### src/rtl/hdmi_ctrl_pkg.sv
// rtl/hdmi_ctrl_pkg.sv - shared state encoding and frame defaults for the HDMI capture path
package hdmi_ctrl_pkg;

  typedef enum logic [2:0] {
    ST_IDLE    = 3'd0,
    ST_WAIT_VS = 3'd1,
    ST_ARMED   = 3'd2,
    ST_STREAM  = 3'd3,
    ST_DROP    = 3'd4,
    ST_FAULT   = 3'd5
  } ctrl_state_e;

  // 800x480 pixels at 24 bit, packed into 32-bit FIFO words
  localparam int unsigned DEF_FRAME_WORDS = 288000;
  localparam int unsigned DEF_CNT_W       = 19;
  localparam int unsigned DEF_MAX_DROPS   = 3;

  // States in which the ingester is allowed to write the pixel FIFO
  function automatic logic is_ingesting(input ctrl_state_e s);
    return (s == ST_ARMED) || (s == ST_STREAM);
  endfunction

endpackage

### src/rtl/sync_edge_detect.sv
// rtl/sync_edge_detect.sv - 1-bit registered rising-edge detector with configurable reset value
module sync_edge_detect #(
  parameter logic RESET_VAL = 1'b0
) (
  input  logic clk,
  input  logic resetn,
  input  logic d,
  output logic rise
);

  logic prev_q;
  logic prev_d;

  // Next value of the delayed copy is simply the current input
  always_comb begin
    prev_d = d;
  end

  // One-cycle delayed copy; RESET_VAL=1 masks a level already high at reset
  always_ff @(posedge clk) begin
    if (!resetn) begin
      prev_q <= RESET_VAL;
    end else begin
      prev_q <= prev_d;
    end
  end

  assign rise = d & ~prev_q;

endmodule

### src/rtl/hdmi_frame_controller.sv
// rtl/hdmi_frame_controller.sv - arms, counts and supervises HDMI frame capture into the pixel FIFO
module hdmi_frame_controller
  import hdmi_ctrl_pkg::*;
#(
  parameter int unsigned FRAME_WORDS = DEF_FRAME_WORDS,
  parameter int unsigned CNT_W       = DEF_CNT_W,
  parameter int unsigned MAX_DROPS   = DEF_MAX_DROPS
) (
  input  logic             i_clock,
  input  logic             i_nReset,
  input  logic             i_start,
  input  logic             i_stop,
  input  logic             i_vSync,
  input  logic             i_dataValid,
  input  logic             i_fifoFull,
  output logic             o_ingestEnable,
  output logic             o_frameStart,
  output logic             o_frameDone,
  output logic             o_overflow,
  output logic             o_fault,
  output logic [CNT_W-1:0] o_wordCount,
  output logic [2:0]       o_state
);

  localparam int unsigned DROP_W = (MAX_DROPS < 1) ? 1 : $clog2(MAX_DROPS + 1);
  localparam logic [CNT_W-1:0]  LAST_CNT   = CNT_W'(FRAME_WORDS - 1);
  localparam logic [DROP_W-1:0] DROP_LIMIT = DROP_W'(MAX_DROPS);

  // The word counter must be able to hold a full frame
  if (CNT_W < 32 && (32'd1 << CNT_W) <= FRAME_WORDS) begin : g_bad_cnt_w
    $error("CNT_W too narrow for FRAME_WORDS");
  end

  ctrl_state_e       state_q, state_d;
  logic [CNT_W-1:0]  cnt_q, cnt_d;
  logic [DROP_W-1:0] drop_q, drop_d;
  logic              stop_pending_q, stop_pending_d;
  logic              overflow_q, overflow_d;
  logic              frame_done_q, frame_done_d;
  logic              ingest_en_q, ingest_en_d;
  logic              frame_start;
  logic              vs_rise;

  // Reset value 1: a vSync already high when reset releases is not a new frame
  sync_edge_detect #(
    .RESET_VAL(1'b1)
  ) u_vs_edge (
    .clk    (i_clock),
    .resetn (i_nReset),
    .d      (i_vSync),
    .rise   (vs_rise)
  );

  // Next-state, counter and status computation for the capture FSM
  always_comb begin
    state_d      = state_q;
    cnt_d        = cnt_q;
    drop_d       = drop_q;
    overflow_d   = overflow_q;
    frame_done_d = 1'b0;
    frame_start  = 1'b0;

    case (state_q)
      ST_IDLE: begin
        // A simultaneous stop cancels the start
        if (i_start && !i_stop) begin
          state_d    = ST_WAIT_VS;
          overflow_d = 1'b0;
          drop_d     = '0;
        end
      end
      ST_WAIT_VS: begin
        if (stop_pending_q) begin
          state_d = ST_IDLE;
        end else if (vs_rise) begin
          state_d = ST_ARMED;
        end
      end
      ST_ARMED: begin
        if (stop_pending_q) begin
          state_d = ST_IDLE;
        end else if (i_dataValid) begin
          state_d     = ST_STREAM;
          frame_start = 1'b1;
          cnt_d       = CNT_W'(1);
        end
      end
      ST_STREAM: begin
        if (i_dataValid && i_fifoFull) begin
          // Word lost to a full FIFO: frame is corrupt, do not count it
          state_d    = ST_DROP;
          overflow_d = 1'b1;
          drop_d     = drop_q + 1'b1;
        end else if (i_dataValid && (cnt_q == LAST_CNT)) begin
          state_d      = stop_pending_q ? ST_IDLE : ST_ARMED;
          frame_done_d = 1'b1;
          cnt_d        = '0;
          drop_d       = '0;
        end else if (vs_rise) begin
          // New frame began before this one filled: short frame
          state_d    = ST_DROP;
          overflow_d = 1'b1;
          drop_d     = drop_q + 1'b1;
        end else if (i_dataValid) begin
          cnt_d = cnt_q + 1'b1;
        end
      end
      ST_DROP: begin
        if (drop_q == DROP_LIMIT) begin
          state_d = ST_FAULT;
        end else if (stop_pending_q) begin
          state_d = ST_IDLE;
        end else if (vs_rise) begin
          state_d = ST_ARMED;
        end
      end
      ST_FAULT: begin
        if (i_start && !i_stop) begin
          state_d    = ST_WAIT_VS;
          overflow_d = 1'b0;
          drop_d     = '0;
        end
      end
      default: begin
        state_d = ST_IDLE;
      end
    endcase

    // IDLE already honours a stop, so the flag only lives outside IDLE
    stop_pending_d = (state_d == ST_IDLE) ? 1'b0 : (stop_pending_q | i_stop);

    // Counter only carries a value while streaming or frozen in DROP for debug
    if (state_d != ST_STREAM && state_d != ST_DROP) begin
      cnt_d = '0;
    end

    // Derived from the next state so the enable moves only with a transition
    ingest_en_d = is_ingesting(state_d);
  end

  // State and status registers with synchronous active-low reset
  always_ff @(posedge i_clock) begin
    if (!i_nReset) begin
      state_q        <= ST_IDLE;
      cnt_q          <= '0;
      drop_q         <= '0;
      stop_pending_q <= 1'b0;
      overflow_q     <= 1'b0;
      frame_done_q   <= 1'b0;
      ingest_en_q    <= 1'b0;
    end else begin
      state_q        <= state_d;
      cnt_q          <= cnt_d;
      drop_q         <= drop_d;
      stop_pending_q <= stop_pending_d;
      overflow_q     <= overflow_d;
      frame_done_q   <= frame_done_d;
      ingest_en_q    <= ingest_en_d;
    end
  end

  assign o_ingestEnable = ingest_en_q;
  assign o_frameStart   = frame_start;
  assign o_frameDone    = frame_done_q;
  assign o_overflow     = overflow_q;
  assign o_fault        = (state_q == ST_FAULT);
  assign o_wordCount    = cnt_q;
  assign o_state        = state_q;

endmodule

### config.mk
export PLATFORM = sky130hd
export DESIGN_NAME = hdmi_frame_controller
export DESIGN_NICKNAME = d
export VERILOG_FILES = /design/src/rtl/hdmi_ctrl_pkg.sv /design/src/rtl/sync_edge_detect.sv /design/src/rtl/hdmi_frame_controller.sv
export SDC_FILE = /design/constraint.sdc
export NUM_CORES = 1
export LEC_CHECK = 0
export CAP_MARGIN = 10
export CORE_ASPECT_RATIO = 1.25
export CORE_UTILIZATION = 35
export DETAILED_ROUTE_END_ITERATION = 8
export PLACE_DENSITY = 0.57
export SLEW_MARGIN = 20
export SYNTH_ARGS = -nofsm -noshare
export SYNTH_HDL_FRONTEND = slang
export SYNTH_SLANG_ARGS = --single-unit
### constraint.sdc
create_clock -name i_clock -period 4.55 [get_ports i_clock]
set_input_delay 0.6825 -clock i_clock [delete_from_list [all_inputs] [get_ports i_clock]]
set_output_delay 0.6825 -clock i_clock [all_outputs]
set_load 0.02 [all_outputs]
==> results of run 1 <==
## area by class of cell
class                      instances  area (um2)  area share
tap                               58        72.6      0.0350
inverter                           2        7.51     0.00362
sequential                        29         581       0.280
multi-input combinational        144         991       0.477
timing repair buffer              34         338       0.163
clock buffer                       7        86.3      0.0416
## critical path, delay by kind of cell
kind                   cells  cell delay [ns]
buffers and inverters      3             1.18
AND/OR/NAND/NOR            2             0.56
## state kept, by name, indices dropped and copies added, names as in the netlist
register / flops
o_wordCount: 19
u_vs_edge.prev_q: 1
drop_q: 2
o_state: 3
o_frameDone: 1
o_overflow: 1
stop_pending_q: 1
o_ingestEnable: 1
## placed cells by master, fill, tap and decap left out, types with 2 or more instances in the layout
cell type | Yosys | routed
inv_1 | 2 | 2
o21ai_0 | 4 | 4
and4_1 | 4 | 4
nand2b_1 | 4 | 4
nor2b_1 | 10 | 10
nand3_1 | 9 | 9
and2_1 | 3 | 3
a22oi_1 | 3 | 3
clkdlybuf4s50_1 | 0 | 33
ha_1 | 2 | 2
nand3b_1 | 2 | 2
nor2_1 | 22 | 22
dfxtp_1 | 29 | 29
a211oi_2 | 2 | 2
o21bai_1 | 3 | 3
a31oi_1 | 2 | 2
and3_1 | 3 | 3
clkbuf_8 | 0 | 6
o2bb2ai_1 | 2 | 2
nor3_1 | 3 | 3
xor2_1 | 15 | 15
nand4_1 | 6 | 6
nand2_1 | 13 | 13
a21oi_1 | 7 | 7
## routing by layer
| layer | vias up | global-route usage | wire [um] |
|---|---|---|---|
| li1 | 720 | - | - |
| met1 | 665 | 0.209 | 1810 |
| met2 | 30 | 0.324 | 2000 |
| met3 | 4 | 0.0471 | 127 |
| met4 | 0 | 0.0488 | 38 |
| met5 | - | 0 | 0 |
## cell usage after synthesis (all sizes together) (2+ instances only)
library cell,instances,area (um2)
a211oi,2,25.0
and3,3,18.8
ha,2,25.0
nand4,7,58.8
nand3,10,55.1
nor4b,2,32.5
a22oi,3,22.5
o21ai,7,50.1
nand3b,2,15.0
nand2,13,48.8
xor2,15,131
a31oi,2,12.5
inv,2,7.51
and2,3,18.8
nor2,22,82.6
nor3,4,25.0
nor3b,2,26.3
buf,4,26.3
and4,4,35.0
a21oi,7,35.0
nand2b,4,25.0
a21boi,2,15.0
o2bb2ai,2,17.5
nor2b,10,62.6
dfxtp,29,581
o21bai,3,22.5
## power by group
part	leakage (nW)	switching [mW]	internal, mW
combinational	0.397	0.0160	0.0152
clock	0.0443	0.0881	0.120
sequential	0.234	0.00462	0.256
total	0.675	0.109	0.391
## worst paths after layout
path | endpoint | slack (ns)
setup / recovery | o_frameStart | 1.45
hold / removal | o_wordCount[18] | 0.56
setup reg to reg | o_wordCount[12] | 2.19
hold reg to reg | o_wordCount[18] | 0.56
## cells by family after synthesis
| group | Yosys count |
|---|---|
| AOI/OAI and AO/OA | 35 |
| xor gates and xnor gates | 16 |
| buffers and inverters | 7 |
| adders and majority gates | 2 |
| DFF | 29 |
| muxes | 1 |
| and+or+nand+nor | 90 |
==> out/summary.txt, run 1 <==
status: completed
vias per cell: 5.18
mux share of post-synthesis cell area: 0.00622
Synth async-reset ratio: 0
PostCTS Resize Cnt: 0
worst slew pin tran: 0.696 ns
core area: 4430 um2
placed cells: 267
die height: 77.8 um
clk_skew: 0.00586 ns
minimum clock period: 3.10 ns
CTS sink count: 29
largest family of logic cells by synthesized area: simple AND/OR/NAND/NOR gates
H-tree depth: 2
vias in the first global route: 1483
antenna-violating nets left: 0
Yosys Warn Count: 0
routed length per instance: 14.5 um
r2r worst-path depth: 5
PnR Total Power: 500 uW
fin. max-slew vios: 0
xor/xnor share of the synthesized area: 0.0871
hold path depth: 2
Syn Nets: 189
CTS clk-pin slew, worst paths: 0.06 ns
Filler Cells Inserted: 451
clock latency on the worst-skew pair: 0.27 ns
Pre-antenna DRT Iters: 4
CTS root buffer: clkbuf_8
share of layout cells above drive strength 1: 0.0833
Post-DP HPWL: 2.97 mm
IO Port Bufs: 33
synthesized area: 1610 um2
# DRC: 0
worst hold path type: reg2reg
Finished Cell Area: 2080 um2
achievable frequency: 323 MHz
fin nets: 225
I/O pins: 34
setup violators final: 0
Critical Path Start: i_dataValid
critical path arrival: 2.42 ns
Critical-path top delay cell: clkdlybuf4s50_1
CP dominant cell by count: clkdlybuf4s50_1
Worst EP required: 3.87 ns
# Max-Cap Violations: 0
number of cells in the finished layout apart from fillers: 274
worst slack, placed: 1.46 ns
PD cells: 241 nW/um2
DIE WIDTH: 62.6 um
final hold vios: 0
kind of critical path: in2out
Worst Setup Start Kind: primary input
CP Capture Type: output pin
Starting Density: 0.364
postcts setup bufs: 0
Area Overhead vs Synth: 29.0%
Post-synth EDFFs: 0
final worst-path setup slack: 1.45 ns
setup TNS: 0 ns
diode count: 0
Routed WL: 3.98 mm
Primary FF master, synth: dfxtp_1
CTS Hold Buffers Added: 0
grt total ovfl: 0
Critical Path Max Stage Delay: 0.59 ns
register area share after synthesis: 0.361
Worst Path Max Fanout: 4
initial antenna violation count: 0
Tot GR Track Use: 0.181
synthesized area per cell: 8.94 um2
drt first-iter violations: 83
total number of vias: 1419
routability cong.: 0.812
Num CTS Buffers: 5
Finished Core Util: 0.469
Mapped Cells: 180
CTS tree: built
synth unique cells: 50
final worst-path cycle share: 0.681
maximum vdd drop: 0.162 mV
Reg-to-Reg Start: o_state[1]
Post-Synth Simple-Gate Area: 0.334
cell chain of the critical path: clkdlybuf4s50_1 -> nand3b_1 -> or3_1 -> inv_1 -> clkdlybuf4s50_1
Seq cells post-synth: 29
Die Area: 4870 um2
placement row count: 27
Worst Hold Launch: o_wordCount[18]
adder-cell area share of the yosys netlist: 0.0156
RSZ-0062 raised after global routing: no
slew margin rel.: 0.535
clock buffer depth: 2
first-pass GRT wire length: 6.98 mm
dpl cell area: 1990 um2
Leak: 0.675 nW
largest net degree at the start of global routing: 17
WHS: 0.557 ns
Compound-Gate Fraction of Synth Area: 0.173
No activity file was read; power rests on OpenSTA's default activity.
==> run 2, diff against run 1 <==
==> constraint.sdc (replaced) <==
create_clock -name i_clock -period 3.2 [get_ports i_clock]
set_input_delay 0.48 -clock i_clock [delete_from_list [all_inputs] [get_ports i_clock]]
set_output_delay 0.48 -clock i_clock [all_outputs]
set_load 0.02 [all_outputs]
==> run 2 against run 1 <==
Against the previous run: non-clock buffer count increased by 1; largest cell class unchanged; design area rose by 0.18%; worst setup slack worse by 0.94 ns; final cell count up 0.73%; via count increased by 1.2%; total power rose by 40%; sequential power rose by 42%; die area stayed put; register-to-register slack lost 1.2 ns; largest power group unchanged; sequential share of layout area shrank 0.050 points; clock power is 37% higher; global-route usage fell by 0.45 points.
==> out/summary.txt, run 2 (synthesis results as in run 1) <==
Post-DP HPWL: 2.92 mm (-1.7%)
status: completed
postcts setup bufs: 0 (unchanged)
IO Port Bufs: 33 (unchanged)
CTS Hold Buffers Added: 0 (unchanged)
Critical Path Max Stage Delay: 0.59 ns (about the same)
Worst Hold Launch: o_wordCount[5]
commonest non-fill, non-tap cell in the layout: clkdlybuf4s50_1
core area: 4430 um2 (unchanged)
grt total ovfl: 0 (unchanged)
critical path arrival: 2.21 ns (-0.21 ns)
Finished Cell Area: 2080 um2 (+0.18%)
Worst Path Buf+Inv: 3 (unchanged)
footprint of the multi-input gates: 991 um2 (unchanged)
max reg flops: 19 (unchanged)
R2R Setup Slk: 1.00 ns (-1.19 ns)
vias per cell: 5.20 (+0.46%)
clk_skew: 0.00685 ns (+0.000986 ns)
minimum clock period: 2.69 ns
Worst Path Max Fanout: 4 (unchanged)
end of the critical path: o_frameStart
CTS tree: built
Top Family by Delay on Critical Path: buffers and inverters
CTS clk-pin slew, worst paths: 0.06 ns (about the same)
Leak: 0.682 nW (+0.90%)
CP Capture Type: output pin
Tot GR Track Use: 0.176 (-0.00455)
Filler Cells Inserted: 439 (-2.7%)
total number of vias: 1436 (+1.2%)
kind of critical path: in2out
slew margin rel.: 0.611 (+0.0762)
antenna-violating nets left: 0 (unchanged)
routed length per instance: 14.3 um (-1.7%)
first-pass GRT wire length: 6.71 mm (-3.9%)
worst slew pin tran: 0.579 ns (-0.117 ns)
fin nets: 226 (+0.44%)
Critical-path top delay cell: clkdlybuf4s50_1
DIE WIDTH: 62.6 um (unchanged)
H-tree depth: 2 (unchanged)
share of layout cells above drive strength 1: 0.0917 (+0.00841)
Finished Core Util: 0.470 (+0.000848)
clock latency on the worst-skew pair: 0.27 ns (about the same)
clock buffer depth: 2 (unchanged)
# DRC: 0 (unchanged)
dpl cell area: 2000 um2 (+0.38%)
drt first-iter violations: 92 (+11%)
reg2reg end: o_wordCount[3]
worst hold path type: reg2reg
Levels on crit path: 5 (unchanged)
final hold vios: 0 (unchanged)
setup violators final: 0 (unchanged)
Pre-antenna DRT Iters: 4 (unchanged)
CTS sink count: 29 (unchanged)
fin. max-slew vios: 0 (unchanged)
# Max-Cap Violations: 0 (unchanged)
routability cong.: 0.798 (-1.7%)
Worst Setup Start Kind: primary input
die height: 77.8 um (unchanged)
Reg-to-Reg Start: o_state[0]
setup TNS: 0 ns (unchanged)
vias in the first global route: 1372 (-7.5%)
CP dominant cell by count: clkdlybuf4s50_1
CTS root buffer: clkbuf_8
PD cells: 336 nW/um2 (+40%)
largest net degree at the start of global routing: 17 (unchanged)
final worst-path cycle share: 0.841
Worst EP required: 2.72 ns (-1.15 ns)
Die Area: 4870 um2 (unchanged)
cell chain of the critical path: clkdlybuf4s50_1 -> nand3b_1 -> or3_1 -> inv_1 -> clkdlybuf4s50_1
diode count: 0 (unchanged)
RSZ-0062 raised after global routing: no
Area Overhead vs Synth: 29.2%
Critical Path Start: i_dataValid
Routed WL: 3.94 mm (-1.0%)
achievable frequency: 372 MHz
Starting Density: 0.364 (unchanged)
Num CTS Buffers: 5 (unchanged)
initial antenna violation count: 0 (unchanged)
maximum vdd drop: 0.192 mV (+19%)
most frequent cells in the layout: clkdlybuf4s50_1 (33), dfxtp_1 (29), nor2_1 (22)
PostCTS Resize Cnt: 0 (unchanged)
r2r worst-path depth: 6 (+1)
sequential cell area: 581 um2 (unchanged)
I/O pins: 34 (unchanged)
placement row count: 27 (unchanged)
WHS: 0.549 ns (-0.00819 ns)
==> run 2: cell types whose count changed in the layout (fill, tap and decap cells not counted) <==
cell	change
clkbuf_8	-1
buf_4	+1
clkinv_2	+2
==> run 2: layer usage <==
metal  share of wire  vias up  wire length [um]  track usage
met4           0.017        0                68       0.0721
met2            0.49       51              1940        0.293
met5               0        -                 0            0
met1            0.44      654              1720        0.218
li1                -      724                 -            -
met3           0.055        7               217       0.0368
==> run 2: final cells by class <==
cell class | instances | area share
timing repair buffer | 35 | 0.166
clock inverter | 2 | 0.00481
clock buffer | 6 | 0.0349
multi-input combinational | 144 | 0.477
inverter | 2 | 0.00361
sequential | 29 | 0.279
tap | 58 | 0.0349
==> run 2: worst min path at each step <==
stage | depth (start not counted) | slack, ns | to
3_3_place_gp | 2 | 0.51 | o_wordCount[18]
5_1_grt | 2 | 0.60 | o_wordCount[18]
2_1_floorplan | 2 | 0.50 | drop_q[1]
6_report | 2 | 0.55 | o_wordCount[5]
4_1_cts | 1 | 0.56 | o_wordCount[3]
3_5_place_dp | 2 | 0.54 | o_wordCount[18]
==> run 2: worst min-delay path: cells and delay by family, from the launching register on <==
family	cells	cell delay (ns)
and+or+nand+nor	1	0.08
xor gates and xnor gates	1	0.08
DFF	1	0.36
==> run 2: metrics by stage <==
step / total power [mW] / setup slack, ns / std cells
global route: 0.736 / 0.438 / 276
floorplan: 0.405 / 1.22 / 180
CTS: 0.710 / 0.510 / 276
finish: 0.699 / 0.509 / 276
global placement: 0.423 / 0.426 / 268
detailed placement: 0.423 / 0.381 / 268
==> run 2: power breakdown <==
group | internal (mW) | switching [mW]
logic | 0.0218 | 0.0224
registers | 0.364 | 0.00664
clock network | 0.150 | 0.134
==> run 3, diff against run 2 <==
--- a/config.mk
+++ b/config.mk
@@ -9,7 +9,7 @@
 export CORE_ASPECT_RATIO = 1.25
 export CORE_UTILIZATION = 35
 export DETAILED_ROUTE_END_ITERATION = 8
-export PLACE_DENSITY = 0.57
+export PLACE_DENSITY = 0.6
 export SLEW_MARGIN = 20
 export SYNTH_ARGS = -nofsm -noshare
 export SYNTH_HDL_FRONTEND = slang
==> constraint.sdc (replaced) <==
create_clock -name i_clock -period 2.4 [get_ports i_clock]
set_input_delay 0.36 -clock i_clock [delete_from_list [all_inputs] [get_ports i_clock]]
set_output_delay 0.36 -clock i_clock [all_outputs]
set_load 0.02 [all_outputs]
==> run 3 against run 2 <==
Against the previous run: design area grew 9.3%; total power grew 68%; highest routed layer unchanged; largest power group is now clock; clock power up 110%.
==> out/summary.txt, run 3 (synthesis results as in run 1) <==
status: completed
commonest non-fill, non-tap cell in the layout: clkdlybuf4s50_1
routability cong.: 0.811 (+1.6%)
# Max-Cap Violations: 0 (unchanged)
Pre-antenna DRT Iters: 4 (unchanged)
CP Capture Type: output pin
largest net degree at the start of global routing: 17 (unchanged)
worst slew pin tran: 0.488 ns (-0.0913 ns)
IO Port Bufs: 33 (unchanged)
Critical-path top delay cell: clkdlybuf4s50_1
final hold vios: 0 (unchanged)
most frequent cells in the layout: clkdlybuf4s50_1 (32), dfxtp_1 (29), nor2_1 (22)
H-tree depth: 2 (unchanged)
Area Overhead vs Synth: 41.3%
Post-DP HPWL: 2.93 mm (+0.33%)
worst hold path type: reg2reg
antenna-violating nets left: 0 (unchanged)
final worst-path setup slack: 0.200 ns (-0.309 ns)
placement row count: 27 (unchanged)
worst slack, placed: -0.0212 ns (-0.402 ns)
initial antenna violation count: 0 (unchanged)
share of layout cells above drive strength 1: 0.162 (+0.0700)
CTS root buffer: clkbuf_8
drt first-iter violations: 71 (-23%)
clock latency on the worst-skew pair: 0.28 ns (about the same)
total number of vias: 1472 (+2.5%)
setup violators final: 0 (unchanged)
max reg flops: 19 (unchanged)
Worst EP required: 2.04 ns (-0.68 ns)
CTS sink count: 29 (unchanged)
Die Area: 4870 um2 (unchanged)
CTS tree: built
Worst Path Buf+Inv: 1 (-2)
slew margin rel.: 0.672 (+0.0609)
kind of critical path: reg2out
# DRC: 0 (unchanged)
vias per cell: 5.02 (-3.4%)
Critical Path Max Stage Delay: 0.59 ns (about the same)
fin nets: 243 (+7.5%)
I/O pins: 34 (unchanged)
CTS clk-pin slew, worst paths: 0.07 ns (about the same)
Num CTS Buffers: 5 (unchanged)
clk_skew: 0.00862 ns (+0.00178 ns)
Tot GR Track Use: 0.175 (-0.000748)
Leak: 0.811 nW (+19%)
Worst Setup Start Kind: flop
final worst-path cycle share: 0.917
core area: 4430 um2 (unchanged)
fin. max-slew vios: 0 (unchanged)
postcts setup bufs: 0 (unchanged)
clock buffer depth: 2 (unchanged)
Top Family by Delay on Critical Path: buffers and inverters
Routed WL: 3.95 mm (+0.23%)
maximum vdd drop: 0.552 mV (+190%)
die height: 77.8 um (unchanged)
minimum clock period: 2.20 ns
diode count: 0 (unchanged)
Finished Cell Area: 2270 um2 (+9.3%)
Starting Density: 0.364 (unchanged)
Finished Core Util: 0.514 (+0.0438)
DIE WIDTH: 62.6 um (unchanged)
PostCTS Resize Cnt: 0 (unchanged)
critical path arrival: 1.84 ns (-0.37 ns)
vias in the first global route: 1412 (+2.9%)
RSZ-0062 raised after global routing: no
grt total ovfl: 0 (unchanged)
achievable frequency: 455 MHz
PD cells: 518 nW/um2 (+54%)
cell chain of the critical path: nor2b_1 -> and2_1 -> clkdlybuf4s50_1
Worst Path Max Fanout: 10 (+6)
routed length per instance: 13.5 um (-5.6%)
first-pass GRT wire length: 6.65 mm (-0.82%)
CTS Hold Buffers Added: 0 (unchanged)
dpl cell area: 2140 um2 (+7.0%)
run 3: cell count changes in the layout (fill, tap and decap cells not counted), sizes merged:
cell	previous run	this run
clkinv	2	1
bufinv	0	2
clkbuf	6	5
buf	2	19
dlymetal6s2s	0	1
clkdlybuf4s50	33	32
run 3: final cells by class:
| type | count | area (um2) |
|---|---|---|
| Clock buffer | 5 | 68.8 |
| Clock inverter | 3 | 65.1 |
| Fill cell | 422 | 2150 |
| Inverter | 2 | 7.51 |
| Multi-Input combinational cell | 144 | 991 |
| Sequential cell | 29 | 581 |
| Tap cell | 58 | 72.6 |
| Timing Repair Buffer | 52 | 488 |
run 3: stage by stage:
stage                     setup TNS, ns  hold slack (ns)  cells  power (mW)
after floorplan                       0            0.461    180       0.540
after global placement                0            0.528    285       0.579
after detailed placement        -0.0574            0.526    285       0.578
after CTS                             0            0.547    293        1.19
after global routing                  0            0.588    293        1.21
final                                 0            0.544    293        1.18
run 3: tightest hold or removal path, cell delays in order, from the launching register on:
cell and delay, ns:
dfxtp_1 0.36, xor2_1 0.07, nor2_1 0.08
run 3: routing by layer:
layer	up-vias	part of all wire	track usage	wire length, um
met5	-	0	0	0
met4	0	0.022	0.0860	87
met3	6	0.029	0.0353	113
met2	26	0.50	0.301	1960
met1	687	0.45	0.205	1790
li1	753	-	-	-
run 3: where the power goes:
part	switching (mW)	internal, mW	leakage (nW)
Clock	0.198	0.412	0.0681
Sequential	0.00591	0.485	0.234
Combinational	0.0360	0.0402	0.509
run 3: worst paths after layout:
| path | endpoint | slack (ns) | from | depth (start not counted) |
|---|---|---|---|---|
| max reg2reg | o_wordCount[3] | 0.26 | o_state[1] | 7 |
| min | o_wordCount[14] | 0.54 | o_wordCount[14] | 2 |
| max | o_fault | 0.20 | o_state[2] | 3 |
| min reg2reg | o_wordCount[14] | 0.54 | o_wordCount[14] | 2 |
